### src/rtl/voice_player.sv
`default_nettype none
// ============================================================================
//  Module   : voice_player
//  Purpose  : Turns tap pulses and the game-over code into timed square-wave
//             tones on one buzzer pin. Macro VOICE_GAMEOVER_MELODY_EN selects
//             the three-note game-over melody; otherwise one long low note.
//  Revision : 1.0  initial release
// ============================================================================
module voice_player #(
    parameter int TAP_CYCLES  = 2_500_000,
    parameter int NOTE_CYCLES = 5_000_000,
    parameter int GAP_CYCLES  = 1_250_000,
    parameter int HALF1       = 23901,
    parameter int HALF2       = 18968,
    parameter int HALF3       = 15944,
    parameter int HALF4       = 31888,
    parameter int HALF5       = 37879,
    parameter int HALF6       = 47710
) (
    input  logic       clk_vga,
    input  logic       game_rst,
    input  logic       voi1,
    input  logic       voi2,
    input  logic       voi3,
    input  logic [1:0] gameover_voi,
    output logic       buzzer,
    output logic       busy,
    output logic [2:0] tone_id
);

    typedef enum logic [1:0] {
        IDLE     = 2'd0,
        TAP      = 2'd1,
        MEL_NOTE = 2'd2,
        MEL_GAP  = 2'd3
    } state_t;

`ifdef VOICE_GAMEOVER_MELODY_EN
    localparam int          NOTE_LEN     = NOTE_CYCLES;
    localparam logic [2:0]  MEL_FIRST_ID = 3'd4;
`else
    localparam int          NOTE_LEN     = 3 * NOTE_CYCLES;
    localparam logic [2:0]  MEL_FIRST_ID = 3'd6;
`endif

    localparam logic [23:0] TAP_LAST  = 24'(TAP_CYCLES - 1);
    localparam logic [23:0] NOTE_LAST = 24'(NOTE_LEN - 1);
    localparam logic [23:0] GAP_LAST  = 24'(GAP_CYCLES - 1);

    state_t      state_q, state_d;
    logic [23:0] dur_cnt_q, dur_cnt_d;
    logic [15:0] half_cnt_q, half_cnt_d;
    logic        buzzer_q, buzzer_d;
    logic        busy_q, busy_d;
    logic [2:0]  tone_id_q, tone_id_d;
`ifdef VOICE_GAMEOVER_MELODY_EN
    logic [1:0]  note_no_q, note_no_d;
`endif

    logic [15:0] half_last;
    logic        half_wrap;
    logic        tap_any;
    logic [2:0]  tap_id;

    // tone_id uniquely identifies the pitch, so it also selects the half-period
    always_comb begin
        case (tone_id_q)
            3'd1:    half_last = 16'(HALF1 - 1);
            3'd2:    half_last = 16'(HALF2 - 1);
            3'd3:    half_last = 16'(HALF3 - 1);
            3'd4:    half_last = 16'(HALF4 - 1);
            3'd5:    half_last = 16'(HALF5 - 1);
            3'd6:    half_last = 16'(HALF6 - 1);
            default: half_last = 16'd0;
        endcase
    end

    assign half_wrap = (half_cnt_q == half_last);
    assign tap_any   = voi1 | voi2 | voi3;
    assign tap_id    = voi1 ? 3'd1 : (voi2 ? 3'd2 : 3'd3);

    always_comb begin
        state_d    = state_q;
        dur_cnt_d  = dur_cnt_q;
        half_cnt_d = half_cnt_q;
        buzzer_d   = buzzer_q;
        tone_id_d  = tone_id_q;
`ifdef VOICE_GAMEOVER_MELODY_EN
        note_no_d  = note_no_q;
`endif

        if (gameover_voi == 2'd1) begin
            state_d    = MEL_NOTE;
            tone_id_d  = MEL_FIRST_ID;
            dur_cnt_d  = 24'd0;
            half_cnt_d = 16'd0;
            buzzer_d   = 1'b0;
`ifdef VOICE_GAMEOVER_MELODY_EN
            note_no_d  = 2'd0;
`endif
        end else if (tap_any && (state_q == IDLE || state_q == TAP)) begin
            state_d    = TAP;
            tone_id_d  = tap_id;
            dur_cnt_d  = 24'd0;
            half_cnt_d = 16'd0;
            buzzer_d   = 1'b0;
        end else begin
            case (state_q)
                TAP: begin
                    if (dur_cnt_q == TAP_LAST) begin
                        state_d    = IDLE;
                        tone_id_d  = 3'd0;
                        dur_cnt_d  = 24'd0;
                        half_cnt_d = 16'd0;
                        buzzer_d   = 1'b0;
                    end else begin
                        dur_cnt_d  = dur_cnt_q + 24'd1;
                        half_cnt_d = half_wrap ? 16'd0 : half_cnt_q + 16'd1;
                        buzzer_d   = buzzer_q ^ half_wrap;
                    end
                end
                MEL_NOTE: begin
                    if (dur_cnt_q == NOTE_LAST) begin
                        state_d    = IDLE;
                        tone_id_d  = 3'd0;
                        dur_cnt_d  = 24'd0;
                        half_cnt_d = 16'd0;
                        buzzer_d   = 1'b0;
`ifdef VOICE_GAMEOVER_MELODY_EN
                        if (note_no_q < 2'd2) begin
                            state_d = MEL_GAP;
                        end
`endif
                    end else begin
                        dur_cnt_d  = dur_cnt_q + 24'd1;
                        half_cnt_d = half_wrap ? 16'd0 : half_cnt_q + 16'd1;
                        buzzer_d   = buzzer_q ^ half_wrap;
                    end
                end
                MEL_GAP: begin
                    if (dur_cnt_q == GAP_LAST) begin
                        dur_cnt_d = 24'd0;
`ifdef VOICE_GAMEOVER_MELODY_EN
                        state_d   = MEL_NOTE;
                        note_no_d = note_no_q + 2'd1;
                        tone_id_d = 3'd5 + {1'b0, note_no_q};
`else
                        state_d   = IDLE;
                        tone_id_d = 3'd0;
`endif
                    end else begin
                        dur_cnt_d = dur_cnt_q + 24'd1;
                    end
                end
                default: begin
                    state_d = IDLE;
                end
            endcase
        end

        busy_d = (state_d != IDLE);
    end

    always_ff @(posedge clk_vga or posedge game_rst) begin
        if (game_rst) begin
            state_q    <= IDLE;
            dur_cnt_q  <= 24'd0;
            half_cnt_q <= 16'd0;
            buzzer_q   <= 1'b0;
            busy_q     <= 1'b0;
            tone_id_q  <= 3'd0;
`ifdef VOICE_GAMEOVER_MELODY_EN
            note_no_q  <= 2'd0;
`endif
        end else begin
            state_q    <= state_d;
            dur_cnt_q  <= dur_cnt_d;
            half_cnt_q <= half_cnt_d;
            buzzer_q   <= buzzer_d;
            busy_q     <= busy_d;
            tone_id_q  <= tone_id_d;
`ifdef VOICE_GAMEOVER_MELODY_EN
            note_no_q  <= note_no_d;
`endif
        end
    end

    assign buzzer  = buzzer_q;
    assign busy    = busy_q;
    assign tone_id = tone_id_q;

endmodule
`default_nettype wire
### config.mk
export PLATFORM = sky130hd
export DESIGN_NAME = voice_player
export DESIGN_NICKNAME = d
export VERILOG_FILES = /design/src/rtl/voice_player.sv
export SDC_FILE = /design/constraint.sdc
export NUM_CORES = 1
export LEC_CHECK = 0
export CAP_MARGIN = 10
export CORE_MARGIN = 8
export CORE_UTILIZATION = 60
export DETAILED_ROUTE_END_ITERATION = 8
export HOLD_SLACK_MARGIN = 0.08
export PLACE_DENSITY = 0.85
export RECOVER_POWER = 100
export SYNTH_ARGS = -nofsm -noshare
export SYNTH_HDL_FRONTEND = slang
export SYNTH_SLANG_ARGS = --single-unit
### constraint.sdc
create_clock -name clk_vga -period 5.25 [get_ports clk_vga]
set_input_delay 1.05 -clock clk_vga [delete_from_list [all_inputs] [get_ports clk_vga]]
set_output_delay 1.05 -clock clk_vga [all_outputs]
set_load 0.02 [all_outputs]
; Word level (Yosys, flattened, before mapping)
; Cells that the tools add are included.
; W data, S select, Z words.
[op_classes]
eq_ne = 17
add_sub_neg = 2
n_reduce_logical = 7
n_bitwise = 3
n_mux = 32
[op_table]
columns = cell, n
row1 = $mux W24, 5
row2 = $pmux W16 S6, 1
row3 = $mux W16, 5
row4 = $pmux W24 S3, 1
row5 = $pmux W16 S2, 1
row6 = $add A24 B1 Y24 const B, 1
row7 = $eq A24 B21 Y1 const B, 1
row8 = $eq A24 B22 Y1 const B, 1
row9 = $eq A24 B24 Y1 const B, 1
row10 = $add A16 B1 Y16 const B, 1
row11 = $eq A16 B16 Y1, 1
row12 = $mux W3, 5
row13 = $mux W2, 6
row14 = $eq A3 B3 Y1 const B, 3
row15 = $pmux W3 S3, 1
row16 = $ne A4 B4 Y1 const B, 2
row17 = $eq A3 B2 Y1 const B, 2
row18 = $pmux W2 S3, 1
row19 = $mux W1, 5
row20 = $reduce_bool A5 Y1, 1
row21 = $eq A2 B1 Y1 const B, 2
row22 = $eq A2 B2 Y1 const B, 2
row23 = $ne A4 B2 Y1 const B, 1
row24 = $reduce_and A4 Y1, 1
row25 = other kinds (9), 10
[totals]
regBits = 47
output_inout_bits = 5
inputBits = 7

; Longest topological paths before layout
[depth]
ltp_word = 8
mapped_depth = 10
ltp_nobuf = 8

; Least setup slack after synthesis
; OpenSTA, ideal clock, no wires.
[synth_timing]
path_kind = input-to-reg
startpoint = input voi3
endpoint = register buzzer_q (netlist: buzzer)
path_stages = 6
arrival_time_ns = 2.618
slack_ns = 2.554
path_buffers = 1
t_required_ns = 5.172
cell_sequence = nor3_1 o21ai_1 nor3_1 clkbuf_1 a21oi_1 a21oi_1
[synth_via]
elab_chain_cells = 4
word_cells_on_any_way = 5
[synth_lines]
columns = element, line
row1 = start: declaration, 24  ; input logic voi3,
row2 = $or A1 B1 Y1 *, 79  ; assign tap_any = voi1 | voi2 | voi3;
row3 = $logic_and A1 B1 Y1 *, 101  ; end else if (tap_any && (state_q == IDLE || state_q == TAP)) begin
row4 = $mux W1, 101
row5 = $mux W1, 92  ; if (gameover_voi == 2'd1) begin
row6 = end signal: assignment, 179  ; buzzer_q <= buzzer_d;
row7 = end: declaration, 53  ; logic buzzer_q, buzzer_d;
; Mark *: on every way between the ends. The rest lies on a longest branch, timed or not.
; A chain may end at the register's enable or synchronous reset.

; Final worst setup path
[layout_timing]
startpoint = input voi1
endpoint = register half_cnt_q[6]
[layout_via]
elab_chain_cells = 5
word_cells_on_any_way = 6
[layout_lines]
columns = element, line
row1 = start: declaration, 22  ; input logic voi1,
row2 = $or A1 B1 Y1 * (2 in series), 79
row3 = $logic_and A1 B1 Y1 *, 101
row4 = $mux W16, 101
row5 = $mux W16, 92
row6 = end signal: assignment, 178  ; half_cnt_q <= half_cnt_d;
row7 = end: declaration, 52  ; logic [15:0] half_cnt_q, half_cnt_d;
; Marked as above.

==> reports/qor.yml <==
logic_synthesis:
  synth-main-ff-cell: "dfrtp_1"
  yosysSeqAreaShare_pct: 39.4
  synth_top_area_share_pct: 39.4
  yosysMostFrequentCell: "nor2_1"
  syn_area_per_cell_um2: 8.26
  synth_edf_count: 0
  netlist_instances: 361
  syn_nets: 370
  async_flop_share_pct: 100
  synth_top_cell_by_area: "dfrtp_1"
  ys_types: 59
  synth_area_leaders: "dfrtp_1 (39%), nor2_1 (6.4%), xor2_1 (5.0%)"
  synth_warnings: 0
  synthTopCellsByCount: "nor2_1 (51), dfrtp_1 (47), nand2_1 (30)"
  ys_seq_elements: 47
  syn_area_um2: 2980
final_layout:
  nets: 371
  drive_above_1_share_pct: 3.86
  insertedDiodeCount: 0
  multi_input_area_um2: 1660
  regArea_um2: 1180
  final_cells: 430
  fin_util_pct: 67.2
  area_growth_pct: 7.13
  fillers: 408
placed_design:
  dpl.hpwl_mm: 4.71
  gp_congestion: 0.907
  portBuffers: 11
  post-place-cells: 422
worst_setup_path:
  r2r_start: "tone_id[2]$_DFFE_PP0P_"
  critPathCaptureType: "flop"
  crit_fanout: 18
  start_kind: "primary input"
  crit_required_ns: 5.46
  cp-startpoint: "voi1"
  critPathArrivalTime_ns: 4.23
  critPathKind: "in2reg"
sta:
  slew_headroom_pct: -25.9
  finalHoldViolCount: 0
  worstMarginPinSlew_ns: 1.87
  finalClockSkew_ns: 0.0149
  finalSetupViolations: 0
  holdWs_ns: 0.473
  max_freq_ghz: 0.249
  setup_tns_ns: 0
  rsz0062_at_grt: "false"
  fin_crit_sh_pct: 76.6
  finalCriticalPeriod_ns: 4.02
  drv_slew: 67
clocking:
  root_buffer: "clkbuf_8"
  clkTransAtPathRegs_ns: 0.09
  clockBufferDepth: 2
  cts-hold-fix-buffers: 0
  cts.sinks: 47
  cts_tree: "built"
  htreeDepth: 2
  cts_made_buffers: 5
  clkLatencyLatePin_ns: 0.31
  cts_resized: 0
  postCtsSetupBuffers: 0
die:
  rows: 25
  die_height_um: 86.5
  initial_core_util_pct: 62.7
  num_io_pins: 12
  core_um2: 4750
  die_x_um: 86.5
  die_area_um2: 7480
routing:
  drt-wirelength-per-cell_um: 15.4
  drt_iter0_markers: 284
  remaining_drc_errors: 0
  routed_wl_mm: 6.60
  vias: 2688
  ant_nets: 0
  first_pass_iters: 7
  via_per_inst: 6.25
status:
  status: "finished, violations left"
  violations: "capacitance limit, slew limit"
power_and_ir_drop:
  p_int_mw: 0.553
  p_per_area_nw_per_um2: 252
  clkPwrFrac_pct: 29.3
  pwr-share-seq_pct: 54.3
  ir_drop_v: 0.000158
  switchingPower_mw: 0.251
  combPwrFrac_pct: 16.4
  p_leak_nw: 1.29
  netSwitchingFraction_pct: 31.2
global_routing:
  grt_overflow: 0
  grt_usage_pct: 18.7
  antenna_found_initial: 0
  grt_pass1_vias: 2526
  grt_max_degree: 48
  grt_pass1_wl_mm: 11.4
worst_hold_path:
  min_path_type: "reg2reg"
  holdCritStartpoint: "buzzer$_DFFE_PP0P_"
job:
  cap_violations: 2
==> flip-flops by register name, indices dropped and copies added, names as in the netlist <==
register	cells
tone_id	3
dur_cnt_q	24
state_q	2
busy	1
half_cnt_q	16
buzzer	1
==> layout by cell type, fill, tap and decap left out, types with 3 or more instances in the layout <==
cell and count:
nor2_1 51, dfrtp_1 47, nand2_1 30, nand3_1 20, o21ai_0 18, xor2_1 17, inv_1 15, nor3_1 15
a21oi_1 13, nand4_1 11, xnor2_1 10, o22ai_1 9, a31oi_1 9, and3_1 7, dlygate4sd3_1 7, clkbuf_8 6
nor4bb_1 5, nor2b_1 5, nor4_1 5, or3_1 4, nand2b_1 4, clkdlybuf4s50_1 4, nor3b_1 3, or4_1 3
==> kinds of logic after synthesis <==
logic type / count (synthesis) / synth area share [%]
muxes: 2 / 0.713
AOI/OAI and AO/OA: 74 / 16.1
and+or+nand+nor: 174 / 29.7
xor gates and xnor gates: 27 / 7.93
adders and majority gates: 3 / 1.22
buffers and inverters: 34 / 4.82
DFF: 47 / 39.4
==> through the flow <==
| step | power (mW) | instance area (um^2) | worst slack (ns) |
|---|---|---|---|
| 2_1_floorplan | 0.537 | 2980 | 2.55 |
| 3_3_place_gp | 0.569 | 3100 | 1.90 |
| 3_5_place_dp | 0.576 | 3100 | 1.72 |
| 4_1_cts | 0.808 | 3200 | 2.04 |
| 5_1_grt | 0.845 | 3200 | 1.04 |
| 6_report | 0.804 | 3200 | 1.23 |
==> worst max-delay path: stages <==
cell           delay [ns]
dlygate4sd3_1        0.56
nor3_1               0.33
o21ai_0              0.35
nor3_1               1.55
nor3_1               0.11
a22o_1               0.29
==> worst paths after layout <==
| path | cells past startpoint | slack (ns) | endpoint |
|---|---|---|---|
| min in group asynchronous | 2 | 1.73 | dur_cnt_q[1]$_DFFE_PP0N_ |
| max in group asynchronous | 2 | 2.50 | dur_cnt_q[23]$_DFFE_PP0N_ |
| min | 1 | 0.47 | buzzer$_DFFE_PP0P_ |
| max reg2reg | 7 | 2.21 | half_cnt_q[5]$_DFFE_PP0P_ |
| min reg2reg | 1 | 0.47 | buzzer$_DFFE_PP0P_ |
| max | 6 | 1.23 | half_cnt_q[6]$_DFFE_PP0P_ |
==> cell type report <==
cell class / instances / share of cell area [%]
sequential: 47 / 36.8
clock buffer: 6 / 2.58
inverter: 17 / 2.00
clock inverter: 2 / 0.509
timing repair buffer: 11 / 3.45
multi-input combinational: 280 / 52.0
tap: 67 / 2.62
==> routing by layer <==
layer,global-route usage [%],vias up,wire [um]
met1,22.2,1255,2780
met4,6.89,0,158
li1,-,1307,-
met3,5.20,18,446
met2,31.3,108,3220
met5,0,-,0
==> power by group through the flow <==
stage / clock network [mW] / logic (mW) / registers, mW
after floorplan: 0 / 0.115 / 0.422
after global placement: 0 / 0.129 / 0.440
after detailed placement: 0 / 0.134 / 0.442
after CTS: 0.239 / 0.134 / 0.435
after global routing: 0.254 / 0.148 / 0.443
final: 0.236 / 0.132 / 0.436
(Power assumes the default switching activity.)
